===== src/rtl/vsm4_core_if.sv =====
// Bus bundle between the vsm4 core and its surroundings (program memory, I/O port, debug taps).
interface vsm4_core_if;
  logic [7:0] ProgData;
  logic [3:0] DataIn;
  logic [3:0] ProgAddr;
  logic [3:0] DataOut;
  logic [3:0] IB;
  logic [1:0] Phase;

  modport master (
    input  ProgData, DataIn,
    output ProgAddr, DataOut, IB, Phase
  );

  modport slave (
    output ProgData, DataIn,
    input  ProgAddr, DataOut, IB, Phase
  );
endinterface


===== src/rtl/vsm4_core.sv =====
// 4-bit accumulator core: fixed fetch / PC-increment / execute / write-back cycle,
// every register load goes through the single internal bus IB.
module vsm4_core (
  input logic         MainClock,
  input logic         MainClear,
  vsm4_core_if.master bus
);
  typedef enum logic [1:0] {T1 = 2'd0, T2 = 2'd1, T3 = 2'd2, T4 = 2'd3} phase_t;

  localparam logic [3:0] OP_ADD  = 4'h1;
  localparam logic [3:0] OP_SUB  = 4'h2;
  localparam logic [3:0] OP_OUT  = 4'h3;
  localparam logic [3:0] OP_IN   = 4'h4;
  localparam logic [3:0] OP_LOAD = 4'h5;

  phase_t     phase, phase_nxt;
  logic [7:0] ir;
  logic [3:0] pc, a, b, dout;
  logic [3:0] ib, alu;
  logic [3:0] opcode, operand;
  logic       ld_ir, inc_pc, ld_a, ld_b, ld_out;

  assign opcode  = ir[7:4];
  assign operand = ir[3:0];
  // Subtract as A + ~B + 1 so both ops share one adder; carry/borrow drop off the top.
  assign alu = (opcode == OP_SUB) ? (a + ~b + 4'd1) : (a + b);

  always_ff @(posedge MainClock or negedge MainClear) begin
    if (!MainClear) phase <= T1;
    else            phase <= phase_nxt;
  end

  always_comb begin
    phase_nxt = phase;
    ib        = 4'h0;
    ld_ir     = 1'b0;
    inc_pc    = 1'b0;
    ld_a      = 1'b0;
    ld_b      = 1'b0;
    ld_out    = 1'b0;
    unique case (phase)
      T1: begin
        phase_nxt = T2;
        ld_ir     = 1'b1;
      end
      T2: begin
        phase_nxt = T3;
        inc_pc    = 1'b1;
      end
      T3: begin
        phase_nxt = T4;
        case (opcode)
          OP_ADD, OP_SUB: begin ib = operand;    ld_b   = 1'b1; end
          OP_LOAD:        begin ib = operand;    ld_a   = 1'b1; end
          OP_IN:          begin ib = bus.DataIn; ld_a   = 1'b1; end
          OP_OUT:         begin ib = a;          ld_out = 1'b1; end
          default: ;
        endcase
      end
      T4: begin
        phase_nxt = T1;
        if (opcode == OP_ADD || opcode == OP_SUB) begin
          ib   = alu;
          ld_a = 1'b1;
        end
      end
    endcase
  end

  always_ff @(posedge MainClock or negedge MainClear) begin
    if (!MainClear) begin
      ir   <= 8'h00;
      pc   <= 4'h0;
      a    <= 4'h0;
      b    <= 4'h0;
      dout <= 4'h0;
    end else begin
      if (ld_ir)  ir   <= bus.ProgData;
      if (inc_pc) pc   <= pc + 4'd1;
      if (ld_a)   a    <= ib;
      if (ld_b)   b    <= ib;
      if (ld_out) dout <= ib;
    end
  end

  assign bus.ProgAddr = pc;
  assign bus.DataOut  = dout;
  assign bus.IB       = ib;
  assign bus.Phase    = phase;
endmodule


===== src/flat_wrapper.sv =====
// flat-port wrapper written by rule: the top's interface ports become plain ports
module vsm4_core_flat 
  (MainClock, MainClear, bus_ProgData, bus_DataIn, bus_ProgAddr, bus_DataOut, bus_IB, bus_Phase);
  vsm4_core_if bus_i ();
  input logic MainClock;
  input logic MainClear;
  input wire logic [$bits(bus_i.ProgData)-1:0] bus_ProgData;
  input wire logic [$bits(bus_i.DataIn)-1:0] bus_DataIn;
  output wire logic [$bits(bus_i.ProgAddr)-1:0] bus_ProgAddr;
  output wire logic [$bits(bus_i.DataOut)-1:0] bus_DataOut;
  output wire logic [$bits(bus_i.IB)-1:0] bus_IB;
  output wire logic [$bits(bus_i.Phase)-1:0] bus_Phase;
  assign bus_i.ProgData = bus_ProgData;
  assign bus_i.DataIn = bus_DataIn;
  assign bus_ProgAddr = bus_i.ProgAddr;
  assign bus_DataOut = bus_i.DataOut;
  assign bus_IB = bus_i.IB;
  assign bus_Phase = bus_i.Phase;
  vsm4_core u_core (.MainClock(MainClock), .MainClear(MainClear), .bus(bus_i));
endmodule

===== config.mk =====
export PLATFORM = sky130hd
export DESIGN_NAME = vsm4_core_flat
export DESIGN_NICKNAME = d
export VERILOG_FILES = /design/src/rtl/vsm4_core_if.sv /design/src/rtl/vsm4_core.sv /design/src/flat_wrapper.sv
export SDC_FILE = /design/constraint.sdc
export NUM_CORES = 1
export LEC_CHECK = 0
export ABC_AREA = 1
export BUFFER_PORTS_ARGS = -buffer_cell sky130_fd_sc_hd__buf_2
export CORE_ASPECT_RATIO = 1.75
export CORE_MARGIN = 1
export CORE_UTILIZATION = 40
export DETAILED_ROUTE_END_ITERATION = 8
export GPL_TIMING_DRIVEN = 0
export PLACE_DENSITY = 0.61
export SLEW_MARGIN = 20
export SYNTH_ARGS = -nofsm -noshare
export SYNTH_HDL_FRONTEND = slang
export SYNTH_SLANG_ARGS = --single-unit

===== constraint.sdc =====
create_clock -name MainClock -period 4.01 [get_ports MainClock]
set_input_delay 0.2005 -clock MainClock [delete_from_list [all_inputs] [get_ports MainClock]]
set_output_delay 0.2005 -clock MainClock [all_outputs]
set_load 0.01 [all_outputs]

# --- Word-level counts from Yosys, hierarchy flattened ---
# Cells that the tools add are included.
op_classes:
  add_sub_neg: 4
  eq_ne: 8
  n_mux: 14
  bitwise: 1
  n_reduce_logical: 5
ops:
  columns: ["op", "count"]
  rows:
  - ["$pmux W4 S3", 1]
  - ["$add A4 B1 Y4 const B", 2]
  - ["$add A4 B4 Y4", 2]
  - ["$eq A4 B2 Y1 const B", 2]
  - ["$eq A4 B3 Y1 const B", 2]
  - ["$mux W1", 8]
  - ["$mux W4", 2]
  - ["$pmux W2 S4", 1]
  - ["$pmux W4 S2", 1]
  - ["$eq A2 B2 Y1 const B", 2]
  - ["$eq A4 B1 Y1 const B", 1]
  - ["$not A4 Y4", 1]
  - ["$reduce_or A2 Y1", 2]
  - ["$reduce_or A3 Y1", 1]
  - ["$eq A2 B1 Y1 const B", 1]
  - ["$logic_not A2 Y1", 1]
  - ["$pmux W1 S2", 1]
  - ["$logic_or A1 B1 Y1", 1]
totals:
  register_bits: 26
  out_inout_bits: 14

# --- Logic depth before layout (Yosys ltp) ---
depth:
  word_depth: 6
  depth_mapped: 13

# --- Worst setup path after synthesis ---
# OpenSTA, ideal clock, no wires.
synth_path:
  path_type: "register to register"
  start: "reg u_core.a[0]"
  end: "reg u_core.a[2]"
  setup_ps: 117
  arrival_ps: 1556
  t_required_ps: 3893
  setup_slack_ps: 2337
  stages_incl_launch_ff: 10
  path_buffers: 0
  synth_period_minus_slack_ps: 1673
  cell_sequence: "dfrtp_1 inv_1 ha_1 inv_1 fa_1 xor2_1 o211ai_1 nand2_1 nand2_1 nand2_1"
synth_via:
  elab_chain_len: 5
synth_rtl:
  columns: ["item", "line", "text"]
  rows:
  - ["start, declared", "vsm4_core.sv:18", "logic [3:0] pc, a, b, dout;"]
  - ["start signal, assigned", "vsm4_core.sv:80", "if (ld_a) a <= ib;"]
  - ["$add A4 B4 Y4", "vsm4_core.sv:26", "assign alu = (opcode == OP_SUB) ? (a + ~b + 4'd1) : (a + b);"]
  - ["$add A4 B1 Y4", "vsm4_core.sv:26", null]
  - ["$mux W4 *", "vsm4_core.sv:26", null]
  - ["$mux W4 *", "vsm4_core.sv:62", "if (opcode == OP_ADD || opcode == OP_SUB) begin"]
  - ["$pmux W4 S2 *", "vsm4_core.sv:41", "unique case (phase)"]
  - ["named net bus_IB[2]", "flat_wrapper.sv:11", "output wire logic [$bits(bus_i.IB)-1:0] bus_IB;"]
# The timed path passes the listed nets; every way through them passes the cells marked *.
# A chain may end at the register's enable or synchronous reset.

# --- Final worst setup path ---
layout_path:
  start: "reg u_core.a[0]"
  end: "out bus_IB[2]"
layout_via:
  elab_chain_len: 5
layout_rtl:
  columns: ["item", "line"]
  rows:
  - ["$add A4 B4 Y4", "vsm4_core.sv:26"]
  - ["$add A4 B1 Y4", "vsm4_core.sv:26"]
  - ["$mux W4 *", "vsm4_core.sv:26"]
  - ["$mux W4 *", "vsm4_core.sv:62"]
  - ["$pmux W4 S2 *", "vsm4_core.sv:41"]
  - ["end, declared", "flat_wrapper.sv:11"]
# Mark *: on every way between the ends. The rest lies on a longest branch, timed or not.

==> impl_metrics.env <==
export IMPL_hold_start="bus_ProgData[5]"
export IMPL_dieWidth_um=49.1
export IMPL_fin_crit_sh_pct=55.3
export IMPL_setup_tns_ns=0
export IMPL_worstSetupEndpoint="bus_IB[2]"
export IMPL_relSlewSlack_pct=62.8
export IMPL_rows=29
export IMPL_finalCriticalPeriod_ns=2.22
export IMPL_fillers=385
export IMPL_netlist_instances=191
export IMPL_crit_path_max_fanout=4
export IMPL_seqPwrFrac_pct=47.2
export IMPL_hold_buffers=1
export IMPL_ant_nets=0
export IMPL_cts_setup_buffers=0
export IMPL_fmax_mhz=451
export IMPL_hold_slack_ns=0.138
export IMPL_synth_flop_cell="dfrtp_1"
export IMPL_synthesis_area_um2=1550
export IMPL_worstSkewPairLatency_ns=0.27
export IMPL_tritoncts="built"
export IMPL_skew_ns=0.00478
export IMPL_rr_endpoint="u_core.a[2]"
export IMPL_drc=0
export IMPL_htreeDepth=1
export IMPL_diodes=0
export IMPL_min_path_type="in2reg"
export IMPL_synth_top_area_cell="dfrtp_1"
export IMPL_grt_max_degree=27
export IMPL_synth_area_top_cells="dfrtp_1 (42%), nand2_1 (16%), ha_1 (9.7%), inv_1 (5.6%), nand3_1 (3.2%)"
export IMPL_cell_internal_pwr_mw=0.474
export IMPL_power_mw=0.652
export IMPL_critical_path_arrival_ns=2.02
export IMPL_avgSynthCellArea_um2=8.14
export IMPL_clockRootBuffer="clkbuf_8"
export IMPL_synth_nets=219
export IMPL_final_nets=252
export IMPL_antenna_found_initial=0
export IMPL_area_delta_synth_final_pct=17.6
export IMPL_switchingPower_mw=0.178
export IMPL_ctsLongestPathBuffers=2
export IMPL_synth_edf_count=0
export IMPL_cts_sinks=26
export IMPL_drtIter0Drc=13
export IMPL_grt_ovfl_total=0
export IMPL_initial_core_util_pct=42.4
export IMPL_p_comb_share_pct=20.0
export IMPL_worstRegToRegCells=9
export IMPL_pin_count=28
export IMPL_ys_seq_elements=26
export IMPL_grt_pass1_wl_mm=5.48
export IMPL_coreArea_um2=3660
export IMPL_hold_viol=0
export IMPL_drt_total_wl_mm=3.07
export IMPL_cts_buffers=3
export IMPL_dieArea_um2=4150
export IMPL_yosysTopAreaCellShare_pct=41.9
export IMPL_detail_route_vias_per_cell=4.82
export IMPL_finalMaxSlewViolations=0
export IMPL_path_class="reg2out"
export IMPL_ys_seq_area_share_pct=41.9
export IMPL_cp_startpoint="u_core.a[0]"
export IMPL_async_flop_share_pct=100
export IMPL_synth_common_cells="nand2_1 (66), dfrtp_1 (26), inv_1 (23), ha_1 (12), nand3_1 (10)"
export IMPL_hpwl_mm=2.51
export IMPL_firstDrtPassIters=4
export IMPL_crit_required_ns=3.81
export IMPL_grtUsageTotal_pct=16.9
export IMPL_ys_warn_count=0
export IMPL_routedWlPerCell_um=11.4
export IMPL_clkPwrFrac_pct=32.8
export IMPL_seq_area_um2=651
export IMPL_outcome="complete, no violations"
export IMPL_rsz0062_at_grt="no"
export IMPL_cp_end_kind="output port"
export IMPL_grt_pass1_vias=1310
export IMPL_start_kind="flop"
export IMPL_setup_viol=0
export IMPL_vdd_drop_max_v=0.000253
export IMPL_drive_above_1_share_pct=20.6
export IMPL_rr_startpoint="u_core.a[0]"
export IMPL_gp_congestion=0.802
export IMPL_r2r_slack_ns=2.20
export IMPL_power_share_switching_pct=27.3
export IMPL_tightest_slew_ns=0.558
export IMPL_ctsResizeCount=0
export IMPL_vias=1296
export IMPL_synth_most_common_cell="nand2_1"
export IMPL_cap_violations=0
export IMPL_powerDensity_nw_per_um2=356
export IMPL_multiInputGateArea_um2=793
export IMPL_post_route_util_pct=49.9
export IMPL_io_buffers=27
export IMPL_synth_distinct_cells=23
export IMPL_leakagePower_nw=0.963
export IMPL_fp_dieH_um=84.5
export IMPL_path_clk_slew_ns=0.09
[power by group through the flow]
stage          Sequential [mW]  Combinational, mW  Clock, mW
2_1_floorplan            0.311             0.0930          0
3_3_place_gp             0.313              0.130          0
3_5_place_dp             0.313              0.132          0
4_1_cts                  0.308              0.133      0.221
5_1_grt                  0.311              0.154      0.229
6_report                 0.307              0.130      0.214
[sequential cells by signal, indices dropped and copies added, names as in the netlist]
register and cells:
u_core.b 4, u_core.bus.DataOut 4, u_core.ir 8, u_core.bus.Phase 2, u_core.a 4, u_core.bus.ProgAddr 4
[area by class of cell]
cell class	count	share of cell area [%]
multi-input combinational	136	43.4
clock buffer	3	2.26
inverter	27	5.54
clock inverter	1	1.64
sequential	26	35.6
timing repair buffer	28	7.94
tap	46	3.15
buffer	2	0.479
[cells in the final DEF (no fill, tap or decap), types with 2 or more instances in the layout]
cell,count
a21oi_1,5
buf_2,28
clkbuf_8,3
dfrtp_1,26
fa_1,2
ha_1,12
inv_1,23
inv_2,4
mux2_2,3
nand2_1,66
nand2_2,2
nand3_1,10
nand4_1,6
nor2_1,4
nor2_4,3
o211ai_1,2
o21ai_0,7
o21ai_1,6
xnor2_1,2
xor2_1,3
[routing by layer]
layer  vias up  global-route usage [%]  wire [µm]  part of all wire, %
met5         -                       0          0                    0
met3         9                    1.81         61                  2.0
li1        664                       -          -                    -
met1       604                    18.0       1240                   40
met4         0                    7.49         82                  2.7
met2        19                    32.1       1690                   55
[metrics by stage]
stage / cells / setup slack (ns) / cell area (µm²)
floorplan: 191 / 2.34 / 1550
global placement: 264 / 2.09 / 1750
detailed placement: 264 / 2.10 / 1750
CTS: 269 / 1.78 / 1830
global route: 269 / 1.60 / 1830
finish: 269 / 1.79 / 1830
[critical path: stages, from the launching register on]
cell      delay, ns
dfrtp_1        0.41
inv_1          0.08
ha_1           0.14
inv_1          0.06
fa_1           0.37
xor2_1         0.17
o211ai_1       0.17
nand2_1        0.16
buf_2          0.18
[logic make-up after synthesis]
group,after synthesis,share of synthesized area [%]
xor gates and xnor gates,5,2.82
adders and majority gates,14,12.2
and+or+nand+nor,94,27.1
muxes,3,2.17
AOI/OAI and AO/OA,20,6.76
buffers and inverters,29,7.08
DFF,26,41.9
[worst min path at each step]
stage                            end  slack, ns  depth (start not counted)
2_1_floorplan            u_core.a[0]       -0.1                          0
3_3_place_gp             u_core.b[1]       0.23                          1
3_5_place_dp   u_core.bus.DataOut[3]       0.23                          1
4_1_cts                 u_core.ir[5]       0.13                          3
5_1_grt                 u_core.ir[0]       0.14                          3
6_report                u_core.ir[5]       0.14                          3
Note: power is estimated with default switching activity, not from simulation.
